--- src/rtl/input_debounce_pkg.sv ---
// Shared types and helpers for the input_debounce block.
//   state_t : per-channel debounce FSM encoding (2-bit)
//   cnt_w   : width of a counter that must hold values 0..dt
package input_debounce_pkg;

  typedef enum logic [1:0] {
    OFF     = 2'd0,
    ARM_ON  = 2'd1,
    ON      = 2'd2,
    ARM_OFF = 2'd3
  } state_t;

  function automatic int cnt_w(input int dt);
    return (dt < 1) ? 1 : $clog2(dt + 1);
  endfunction

endpackage

--- src/rtl/input_debounce_ch.sv ---
// Single-channel debouncer: synchroniser, tick-qualified stability counter,
// debounce FSM and (optionally) autorepeat on press.
// Optional autorepeat is built only when INPUT_DEBOUNCE_REPEAT_EN is defined.
// Ports:
//   clk    in  system clock
//   rst_n  in  async active-low reset
//   tick   in  sample enable for the stability/repeat counters
//   i      in  raw asynchronous input
//   o      out debounced level, 1 = on
//   press  out one-clk pulse on off->on (plus repeats when enabled)
//   rel    out one-clk pulse on on->off ("release" is a reserved word)
//
// state   | meaning
// OFF     | output off, counter cleared
// ARM_ON  | on-level sampled, counting ticks of stable on-level
// ON      | output on
// ARM_OFF | off-level sampled, counting ticks of stable off-level
module input_debounce_ch
  import input_debounce_pkg::*;
#(
  parameter logic DS = 1'b0,
  parameter int   DT = 10,
  parameter int   SN = 2
`ifdef INPUT_DEBOUNCE_REPEAT_EN
  ,
  parameter int   RD = 50,
  parameter int   RP = 10
`endif
) (
  input  logic clk,
  input  logic rst_n,
  input  logic tick,
  input  logic i,
  output logic o,
  output logic press,
  output logic rel
);

  localparam int CW = cnt_w(DT);
  localparam logic [CW-1:0] CNT_LAST = CW'(DT - 1);

  logic [SN-1:0] sync;
  logic          s;
  state_t        state, state_nx;
  logic [CW-1:0] cnt, cnt_nx;
  logic          o_nx, press_nx, rel_nx, press_d;

  assign s = sync[SN-1] ^ DS;

  always_comb begin
    state_nx = state;
    cnt_nx   = cnt;
    o_nx     = o;
    press_nx = 1'b0;
    rel_nx   = 1'b0;
    case (state)
      OFF: begin
        cnt_nx = '0;
        if (s) state_nx = ARM_ON;
      end
      ARM_ON: begin
        if (!s) begin
          state_nx = OFF;
          cnt_nx   = '0;
        end else if (tick) begin
          if (cnt == CNT_LAST) begin
            state_nx = ON;
            cnt_nx   = '0;
            o_nx     = 1'b1;
            press_nx = 1'b1;
          end else begin
            cnt_nx = cnt + 1'b1;
          end
        end
      end
      ON: begin
        cnt_nx = '0;
        if (!s) state_nx = ARM_OFF;
      end
      ARM_OFF: begin
        if (s) begin
          state_nx = ON;
          cnt_nx   = '0;
        end else if (tick) begin
          if (cnt == CNT_LAST) begin
            state_nx = OFF;
            cnt_nx   = '0;
            o_nx     = 1'b0;
            rel_nx   = 1'b1;
          end else begin
            cnt_nx = cnt + 1'b1;
          end
        end
      end
      default: begin
        state_nx = OFF;
        cnt_nx   = '0;
        o_nx     = 1'b0;
      end
    endcase
  end

`ifdef INPUT_DEBOUNCE_REPEAT_EN
  localparam int RW = cnt_w((RD > RP) ? RD : RP);
  localparam logic [RW-1:0] REP_FIRST = RW'(RD - 1);
  localparam logic [RW-1:0] REP_NEXT  = RW'(RP - 1);

  logic [RW-1:0] rcnt, rcnt_nx;
  logic          rphase, rphase_nx, rep_hit;

  // Counting only while ON with the on-level still present, so ARM_OFF
  // freezes the count and a bounce back to ON resumes where it left off.
  always_comb begin
    rcnt_nx   = rcnt;
    rphase_nx = rphase;
    rep_hit   = 1'b0;
    if (state_nx == OFF) begin
      rcnt_nx   = '0;
      rphase_nx = 1'b0;
    end else if (state == ON && s && tick) begin
      if (rcnt == (rphase ? REP_NEXT : REP_FIRST)) begin
        rep_hit   = 1'b1;
        rcnt_nx   = '0;
        rphase_nx = 1'b1;
      end else begin
        rcnt_nx = rcnt + 1'b1;
      end
    end
  end

  always_ff @(posedge clk or negedge rst_n) begin
    if (!rst_n) begin
      rcnt   <= '0;
      rphase <= 1'b0;
    end else begin
      rcnt   <= rcnt_nx;
      rphase <= rphase_nx;
    end
  end

  assign press_d = press_nx | rep_hit;
`else
  assign press_d = press_nx;
`endif

  always_ff @(posedge clk or negedge rst_n) begin
    if (!rst_n) begin
      sync  <= {SN{DS}};
      state <= OFF;
      cnt   <= '0;
      o     <= 1'b0;
      press <= 1'b0;
      rel   <= 1'b0;
    end else begin
      sync  <= {sync[SN-2:0], i};
      state <= state_nx;
      cnt   <= cnt_nx;
      o     <= o_nx;
      press <= press_d;
      rel   <= rel_nx;
    end
  end

endmodule

--- src/rtl/input_debounce.sv ---
// Multi-channel button/switch debouncer: IW independent channels, each
// synchronised, debounced and polarity-normalised (1 = on).
// Optional autorepeat is built only when INPUT_DEBOUNCE_REPEAT_EN is defined.
// Ports:
//   clk    in  system clock
//   rst_n  in  async active-low reset
//   tick   in  sample enable (tie to 1 to count in clocks)
//   i      in  [IW] raw asynchronous inputs
//   o      out [IW] debounced levels
//   press  out [IW] one-clk off->on strobes
//   rel    out [IW] one-clk on->off strobes ("release" is a reserved word)
module input_debounce #(
  parameter int   IW = 1,
  parameter logic DS = 1'b0,
  parameter int   DT = 10,
  parameter int   SN = 2
`ifdef INPUT_DEBOUNCE_REPEAT_EN
  ,
  parameter int   RD = 50,
  parameter int   RP = 10
`endif
) (
  input  logic          clk,
  input  logic          rst_n,
  input  logic          tick,
  input  logic [IW-1:0] i,
  output logic [IW-1:0] o,
  output logic [IW-1:0] press,
  output logic [IW-1:0] rel
);

  for (genvar g = 0; g < IW; g++) begin : g_ch
    input_debounce_ch #(
      .DS(DS),
      .DT(DT),
      .SN(SN)
`ifdef INPUT_DEBOUNCE_REPEAT_EN
      ,
      .RD(RD),
      .RP(RP)
`endif
    ) u_ch (
      .clk  (clk),
      .rst_n(rst_n),
      .tick (tick),
      .i    (i[g]),
      .o    (o[g]),
      .press(press[g]),
      .rel  (rel[g])
    );
  end

endmodule

--- config.mk ---
export PLATFORM = sky130hd
export DESIGN_NAME = input_debounce
export DESIGN_NICKNAME = d
export VERILOG_FILES = /design/src/rtl/input_debounce_pkg.sv /design/src/rtl/input_debounce_ch.sv /design/src/rtl/input_debounce.sv
export SDC_FILE = /design/constraint.sdc
export NUM_CORES = 1
export LEC_CHECK = 0
export BUFFER_PORTS_ARGS = -buffer_cell sky130_fd_sc_hd__buf_2
export CAP_MARGIN = 20
export CELL_PAD_IN_SITES_DETAIL_PLACEMENT = 0
export CELL_PAD_IN_SITES_GLOBAL_PLACEMENT = 1
export CORE_AREA = 2 2 39 41
export CTS_CLUSTER_SIZE = 25
export DETAILED_ROUTE_END_ITERATION = 7
export DIE_AREA = 0 0 41 43
export GPL_ROUTABILITY_DRIVEN = 0
export PLACE_DENSITY = 0.72
export SYNTH_ARGS = -nofsm -noshare
export SYNTH_HDL_FRONTEND = slang
export SYNTH_SLANG_ARGS = --single-unit
--- constraint.sdc ---
create_clock -name clk -period 1.8 [get_ports clk]
set_clock_uncertainty 0.05 [all_clocks]
set_input_delay 0.54 -clock clk [delete_from_list [all_inputs] [get_ports clk]]
set_output_delay 0.54 -clock clk [all_outputs]
set_load 0.005 [all_outputs]
**Word level (Yosys, flattened, before mapping)**

Cells that the tools add are included.

- Flip-flop bits (word level): 11
- Bits of input ports: 4
- Output and inout bits: 3
- Word-level logic and storage cells: 55

- $add $sub $neg: 1
- Equality and inequality tests: 16
- Mux-type cells: 27
- Reduce and logical (&&, ||, !) cells: 5

Operators by type and width:

| operator | count |
|---|---|
| 2-to-1 mux 2 bit | 8 |
| 2-to-1 mux 4 bit | 4 |
| 2-to-1 mux 1 bit | 12 |
| case mux 4 bit (3 select lines) | 1 |
| inequality test 2 x 1 -> 1 bit (second input constant) | 4 |
| inequality test 2 bit (second input constant) | 4 |
| case mux 2 bit (4 select lines) | 1 |
| AND reduction 7 bit | 1 |
| inequality test 3 bit (second input constant) | 2 |
| AND reduction 6 bit | 1 |
| adder 4 x 1 -> 4 bit (second input constant) | 1 |
| == test 2 bit (second input constant) | 2 |
| == test 4 bit (second input constant) | 1 |
| inequality test 3 x 1 -> 1 bit (second input constant) | 1 |
| inequality test 3 x 2 -> 1 bit (second input constant) | 1 |
| == test 2 x 1 -> 1 bit (second input constant) | 1 |
| logical NOT 2 bit | 1 |
| case mux 1 bit (2 select lines) | 1 |
| nonzero test 2 bit | 1 |
| OR reduction 2 bit | 1 |

**Longest topological paths before layout**

Gate-level depths: netlist (run 1).

- Depth after elaboration: 5
- Depth in mapped cells: 5
- Gate-level depth less buffers: 5

**Least setup slack after synthesis (run 1)**

No wires, ideal clock.

- Path kind: input to register
- Start point: in tick
- End point: reg (tool-made name)
- Setup time: 0.125 ns
- Data arrival time: 1.215 ns
- Required time: 1.625 ns
- Setup slack: 0.410 ns
- Stages on the path: 4
- Cells stage by stage: buf_6 -> and4b_1 -> nand2_2 -> mux2_4

RTL lines:

| element | RTL line | RTL |
|---|---|---|
| from (decl) | input_debounce.sv:25 | `input logic tick,` |

==> results of run 1 <==
how the worst max path moves through the flow:
stage | startpoint | cells past startpoint | slack, ps | to
after floorplan | tick | 4 | 410 | flip-flop
after global placement | tick | 4 | 310 | flip-flop
after detailed placement | tick | 4 | 300 | flip-flop
after CTS | g_ch[0].u_ch.cnt[1]$_DFF_PN0_ | 5 | 380 | flip-flop
after global routing | g_ch[0].u_ch.cnt[1]$_DFF_PN0_ | 5 | 310 | flip-flop
final | g_ch[0].u_ch.cnt[0]$_DFF_PN0_ | 4 | 400 | flip-flop
cells in the mapped netlist:
cell	count	area share
dfrtp_1	11	0.58
a211oi_2	1	0.026
a21oi_1	2	0.021
nand3_1	1	0.011
xor2_1	3	0.055
inv_1	2	0.016
nand4b_1	1	0.018
nand4_1	1	0.013
and4b_1	1	0.021
nand2_2	1	0.013
and2_2	1	0.016
mux2_4	1	0.032
nor2_1	4	0.032
nor3_1	2	0.021
ha_1	2	0.053
nor3b_1	1	0.016
buf_6	1	0.024
nand2_1	2	0.016
xnor2_1	1	0.018
power by group:
group / switching [mW] / internal [mW]
logic: 0.0131 / 0.00898
clock network: 0.0734 / 0.0855
registers: 0.00571 / 0.253
metal layers:
metal / up-vias / global-route usage
met4: 0 / 0.0600
li1: 152 / -
met3: 0 / 0.0314
met1: 133 / 0.136
met5: - / 0
met2: 6 / 0.138
per-stage QoR:
stage                     hold WS (ps)  cells  utilization  cell area [sq um]  total power [mW]
final                             84.5     64        0.391                541             0.439
after global routing              91.2     64        0.391                541             0.471
after CTS                         89.1     64        0.391                541             0.453
after detailed placement           286     60        0.372                514             0.286
after global placement             281     60        0.372                514             0.285
after floorplan                    194     39            -                475             0.277
registers in the layout, summed over array words and instances, names as in the netlist, named ones only:
name,count
g_ch.u_ch.press,1
g_ch.u_ch.cnt,4
g_ch.u_ch.o,1
g_ch.u_ch.sync,2
g_ch.u_ch.state,1
g_ch.u_ch.rel,1
area by class of cell:
type                       instances  area (sq um)
fill                             138           843
clock buffer                       4          26.3
tap                               16          20.0
sequential                        11           275
multi-input combinational         25           181
timing repair buffer               6          30.0
inverter                           2          7.51
critical path, stage by stage (launching register included):
cell     delay (ps)
dfrtp_1         430
ha_1            230
and4b_1         200
nand2_2         100
mux2_4          300
logic make-up after synthesis:
kind of cell	Yosys count	synth area share
and+or+nand+nor	15	0.176
DFF	11	0.579
xor gates and xnor gates	4	0.0737
AOI/OAI and AO/OA	3	0.0474
buffers and inverters	3	0.0395
adders and majority gates	2	0.0526
muxes	1	0.0316
==> flow_summary.ini, run 1 <==
[status]
status = finished, final reports clean

[routing]
drtIter0Drc = 8
dr.pass1.iters = 4
routedWlPerCell_um = 11.0
wl_um = 707
ant_nets = 0
top_layer = met3
vias_per_cell = 4.55
wl_met1_um = 322
num_vias = 291
met3_length_um = 36
wl_met2_um = 348
drc = 0

[logic_synthesis]
syn_inst = 39
synth_warnings = 0
yosysUniqueCellTypes = 19
syn_area_per_cell_sq_um = 12.2
synth_fp_nets = 45
ys_seq_elements = 11
ys_seq_area_frac = 0.579
netlist_area_sq_um = 475

[floorplanning]
die_y_um = 43
die_w_um = 41
dieArea_sq_um = 1760
start_util = 0.344
io_pins = 7
design.core.area_sq_um = 1380
num_rows = 14

[layout]
mostFrequentLayoutCells = dfrtp_1 (11), buf_2 (6), nor2_1 (4), xor2_1 (3), clkbuf_4 (3)
n_antenna_cell = 0
nets = 55
syn_to_final_growth_pct = 13.7
drive_gt1_frac = 0.271
final_common_cell = dfrtp_1

[clock_tree]
cts.sink_count = 11
cts_root_buffer = clkbuf_4
hold_buffers = 0
cts_buffers = 3
clock_latency_ps = 260
clkTransAtPathRegs_ps = 60
htree_levels = 1
post_cts.repair.setup_buffers = 0
cts.path.max_buffers = 2
post_cts_resized = 0
cts_tree = done

[placed_design]
dp_hpwl_um = 517
pre_cts_ws_ps = 300
port-buffer-count = 6

[critical_path]
reg2regPathDepth = 4
rr_startpoint = g_ch[0].u_ch.cnt[0]$_DFF_PN0_
critPathKind = flip-flop to flip-flop
setup.worst_path.start_class = flip-flop
r2r_slack_ps = 400
cp_max_fo = 4
cp.required_ps = 1890
arrival_ps = 1500
end_kind = flip-flop

[timing]
layout_min_cycle_time_ps = 1400
tightest_slew_ps = 232
setup_viol = 0
setup_tns_ps = 0
slew_violations = 0
finalWorstSetupSlack_ps = 396
fmax_mhz = 712
rsz0062_at_grt = false
relSlewSlack = 0.844
hold_viol = 0
post-route-period-util = 0.780

[global_routing]
track_usage = 0.101
grt_pass1_vias = 298
grt_max_degree = 12
grt_pass1_wl_um = 1190
antenna_found_initial = 0
grt-ovfl-total = 0

[power]
p_leak_nw = 0.256
peakVddDrop_v = 0.000262
power.density_nw_per_um2 = 813

[worst_hold_path]
hp-class = input pin to asynchronous set/reset pin

[flow_run]
drv_cap = 0
Power figures use the tool's default switching activity.
==> run 2: changes to the inputs <==
Clock period 1.8 ns to 1.4 ns, I/O delays scaled along.
==> flow_summary.ini, run 2 (synthesis gave the netlist of run 1 again) <==
[floorplanning]
io_pins = 7
design.core.area_sq_um = 1380
die_w_um = 41
start_util = 0.344
die_y_um = 43
num_rows = 14
dieArea_sq_um = 1760

[clock_tree]
clock_latency_ps = 260
clkTransAtPathRegs_ps = 70
post_cts_resized = 0
cts_tree = done
cts_buffers = 3
cts.path.max_buffers = 2
cts.sink_count = 11
cts_root_buffer = clkbuf_4
htree_levels = 1

[global_routing]
grt_pass1_vias = 275
antenna_found_initial = 0
grt_max_degree = 12
grt_pass1_wl_um = 1220
grt-ovfl-total = 0
track_usage = 0.115

[placed_design]
port-buffer-count = 6
dp_hpwl_um = 505
numPlacedInstances = 62

[layout]
top_regs = g_ch.u_ch.cnt (4), g_ch.u_ch.sync (2)
drive_gt1_frac = 0.308
final_common_cell = dfrtp_1
fill_cells = 136
top_register = g_ch.u_ch.cnt
nets = 59
syn_to_final_growth_pct = 20.5
largest_register_ff_count = 4
mostFrequentLayoutCells = dfrtp_1 (11), buf_2 (6), nor2_1 (4)
n_antenna_cell = 0
fin_cells = 68

[routing]
drtIter0Drc = 9
routedWlPerCell_um = 10.5
num_vias = 318
vias_per_cell = 4.68
dr.pass1.iters = 4
drc = 0
ant_nets = 0
wl_um = 717

[timing]
relSlewSlack = 0.841
slew_violations = 0
hold_viol = 0
tightest_slew_ps = 236
hold_ws_ps = 211
post-route-period-util = 0.966
rsz0062_at_grt = true
setup_tns_ps = 0
setup_viol = 0
layout_min_cycle_time_ps = 1350
fmax_mhz = 740

[critical_path]
max_stage_delay_ps = 380
reg2regPathDepth = 5
end_kind = flip-flop
setup.worst_path.start_class = flip-flop
crit_chain = inv_1 > ha_1 > and4b_1 > nand2_2 > mux2_4
critPathSlowestCell = dfrtp_1
critPathKind = flip-flop to flip-flop
arrival_ps = 1450
cp_max_fo = 3
cp.required_ps = 1500

[flow_run]
drv_cap = 0

[power]
power.density_nw_per_um2 = 1010
peakVddDrop_v = 0.000500
p_leak_nw = 0.276

[status]
status = finished, final reports clean

[worst_hold_path]
min_path_cells = 1
hp-class = input pin to flip-flop
[run 2: area by class of cell]
cell class                 instances  area [sq um]  share of cell area
sequential                        11           275               0.480
multi-input combinational         25           181               0.317
timing repair buffer              10          62.6               0.109
clock buffer                       4          26.3              0.0459
tap                               16          20.0              0.0349
inverter                           2          7.51              0.0131
[run 2: repair_timing]
item	in CTS	in global routing
buffers inserted	0	1
hold endpoints to repair	11	0
hold buffers	1	0
setup endpoints to repair	0	1
[run 2: metrics by stage]
stage / setup slack (ps) / area (sq um) / power [mW] / util
after floorplan: 65.4 / 475 / 0.356 / -
after global placement: 46.1 / 529 / 0.370 / 0.382
after detailed placement: 30.4 / 529 / 0.371 / 0.382
after CTS: 45.6 / 566 / 0.591 / 0.409
after global routing: -37.0 / 573 / 0.628 / 0.414
final: 48.2 / 573 / 0.578 / 0.414
[run 2: worst paths after layout]
check	startpoint	to	slack, ps
setup / recovery	g_ch[0].u_ch.cnt[1]$_DFF_PN0_	flip-flop	50
hold / removal	i	g_ch[0].u_ch.sync[0]$_DFF_PN0_	210
setup reg to reg	g_ch[0].u_ch.cnt[1]$_DFF_PN0_	flip-flop	50
hold reg to reg	g_ch[0].u_ch.sync[0]$_DFF_PN0_	g_ch[0].u_ch.sync[1]$_DFF_PN0_	300
max in group asynchronous	rst_n	g_ch[0].u_ch.sync[0]$_DFF_PN0_	610
min in group asynchronous	rst_n	g_ch[0].u_ch.rel$_DFF_PN0_	490
[run 2: critical path, delay by kind of cell, from the launching register on]
family | cells | cell delay, ps
flip-flops | 1 | 380
multiplexers | 1 | 290
buffers and inverters | 1 | 60
adder cells (fa/ha/maj) | 1 | 150
AND/OR/NAND/NOR | 2 | 300
[run 2: power by group]
| part | internal (mW) | switching (mW) |
|---|---|---|
| Sequential | 0.325 | 0.00566 |
| Clock | 0.110 | 0.102 |
| Combinational | 0.0164 | 0.0194 |
[run 2: routing by layer]
metal  GRT usage  up-vias  wire (um)
met5           0        -          0
met4      0.0800        0          0
met3      0.0785        0         30
met2       0.125        8        345
met1       0.153      153        341
li1            -      157          -
==> run 3: changes to the inputs <==
==> constraint.sdc (replaced) <==
create_clock -name clk -period 1.4 [get_ports clk]
set_clock_uncertainty 0.05 [all_clocks]
set_input_delay 0.21 -clock clk [delete_from_list [all_inputs] [get_ports clk]]
set_output_delay 0.21 -clock clk [all_outputs]
set_load 0.005 [all_outputs]
==> flow_summary.ini, run 3 (synthesis gave the netlist of run 1 again) <==
[timing]
setup_viol = 0
hold_viol = 0
fmax_mhz = 750
slew_violations = 0
post-route-period-util = 0.953
layout_min_cycle_time_ps = 1330
relSlewSlack = 0.837
rsz0062_at_grt = true
tightest_slew_ps = 244
hold_ws_ps = 176

[global_routing]
grt-ovfl-total = 0
track_usage = 0.118
grt_pass1_vias = 308
grt_max_degree = 12
grt_pass1_wl_um = 1300
antenna_found_initial = 0

[layout]
top_register = g_ch.u_ch.cnt
syn_to_final_growth_pct = 23.2
mostFrequentLayoutCells = dfrtp_1 (11), buf_2 (6), nor2_1 (4)
largest_register_ff_count = 4
top_regs = g_ch.u_ch.cnt (4), g_ch.u_ch.sync (2)
fill_cells = 145
drive_gt1_frac = 0.321
n_antenna_cell = 0
nets = 60
final_common_cell = dfrtp_1

[routing]
routedWlPerCell_um = 10.6
drc = 0
dr.pass1.iters = 3
vias_per_cell = 4.54
ant_nets = 0
drtIter0Drc = 3
num_vias = 313
wl_um = 732

[critical_path]
cp_max_fo = 3
arrival_ps = 1430
setup.worst_path.start_class = flip-flop
critPathKind = flip-flop to flip-flop
cp.required_ps = 1500
end_kind = flip-flop

[placed_design]
dp_hpwl_um = 526
port-buffer-count = 6

[power]
p_leak_nw = 0.279
peakVddDrop_v = 0.000669
power_mw = 0.578
power.density_nw_per_um2 = 988

[clock_tree]
cts.sink_count = 11
cts.path.max_buffers = 2
cts_tree = done
clock_latency_ps = 260
clkTransAtPathRegs_ps = 60
htree_levels = 1
cts_buffers = 3
cts_root_buffer = clkbuf_4

[floorplanning]
dieArea_sq_um = 1760
die_w_um = 41
num_rows = 14
die_y_um = 43
io_pins = 7
start_util = 0.344
design.core.area_sq_um = 1380

[worst_hold_path]
hp-class = input pin to flip-flop

[flow_run]
drv_cap = 0

[status]
status = finished, final reports clean
==> run 3: cell types whose count changed in the layout (fill, tap and decap cells not counted), sizes merged <==
cell,change
dlygate4sd3,+1
==> run 3: path summary, 6_finish.rpt <==
kind                       depth (start not counted)                            from                             end  slack [ps]
max reg2reg                                        5   g_ch[0].u_ch.cnt[1]$_DFF_PN0_                       flip-flop          70
max                                                5   g_ch[0].u_ch.cnt[1]$_DFF_PN0_                       flip-flop          70
min in group asynchronous                          2                           rst_n      g_ch[0].u_ch.o$_DFFE_PN0P_         290
max in group asynchronous                          2                           rst_n   g_ch[0].u_ch.cnt[3]$_DFF_PN0_         810
min                                                2                            tick   g_ch[0].u_ch.cnt[1]$_DFF_PN0_         180
min reg2reg                                        0  g_ch[0].u_ch.sync[0]$_DFF_PN0_  g_ch[0].u_ch.sync[1]$_DFF_PN0_         300
==> run 3: critical path, cell delays in order (launching register included) <==
cell and delay [ps]:
dfrtp_1 380, inv_1 60, ha_2 160, and4b_1 220, nand2_2 70, mux2_4 290
==> run 3: timing repair <==
item,in CTS,in global routing
resized for setup,0,1
setup endpoints to repair,0,1
hold buffers,2,0
setup buffers,0,1
hold endpoints to repair,12,0
==> run 3: per-layer routing <==
metal | part of all wire | track usage | vias to the layer above | wire length [um]
met4 | 0.019 | 0.0600 | 0 | 14
li1 | - | - | 161 | -
met3 | 0.082 | 0.0785 | 2 | 60
met5 | 0 | 0 | - | 0
met2 | 0.44 | 0.153 | 9 | 323
met1 | 0.46 | 0.143 | 141 | 334
==> run 3: area by class of cell <==
cell class                      count  area (sq um)  area share
Sequential cell                    11           275       0.470
Multi-Input combinational cell     25           184       0.314
Timing Repair Buffer               11          72.6       0.124
Clock buffer                        4          26.3      0.0449
Tap cell                           16          20.0      0.0342
Inverter                            2          7.51      0.0128
==> run 3: power by group <==
part           leakage [nW]  switching [mW]  internal (mW)
registers             0.146         0.00543          0.325
clock network        0.0150          0.0979          0.110
logic                 0.118          0.0204         0.0198
total                 0.279           0.124          0.455
==> run 3: per-stage QoR <==
step	setup WS, ps	instance area [sq um]	setup TNS [ps]	std cells	utilization
3_5_place_dp	79.7	529	0	62	0.382
3_3_place_gp	80.9	529	0	62	0.382
4_1_cts	55.7	576	0	68	0.416
6_report	66.3	586	0	69	0.423
2_1_floorplan	65.4	475	0	39	-
5_1_grt	-34.6	586	-34.6	69	0.423
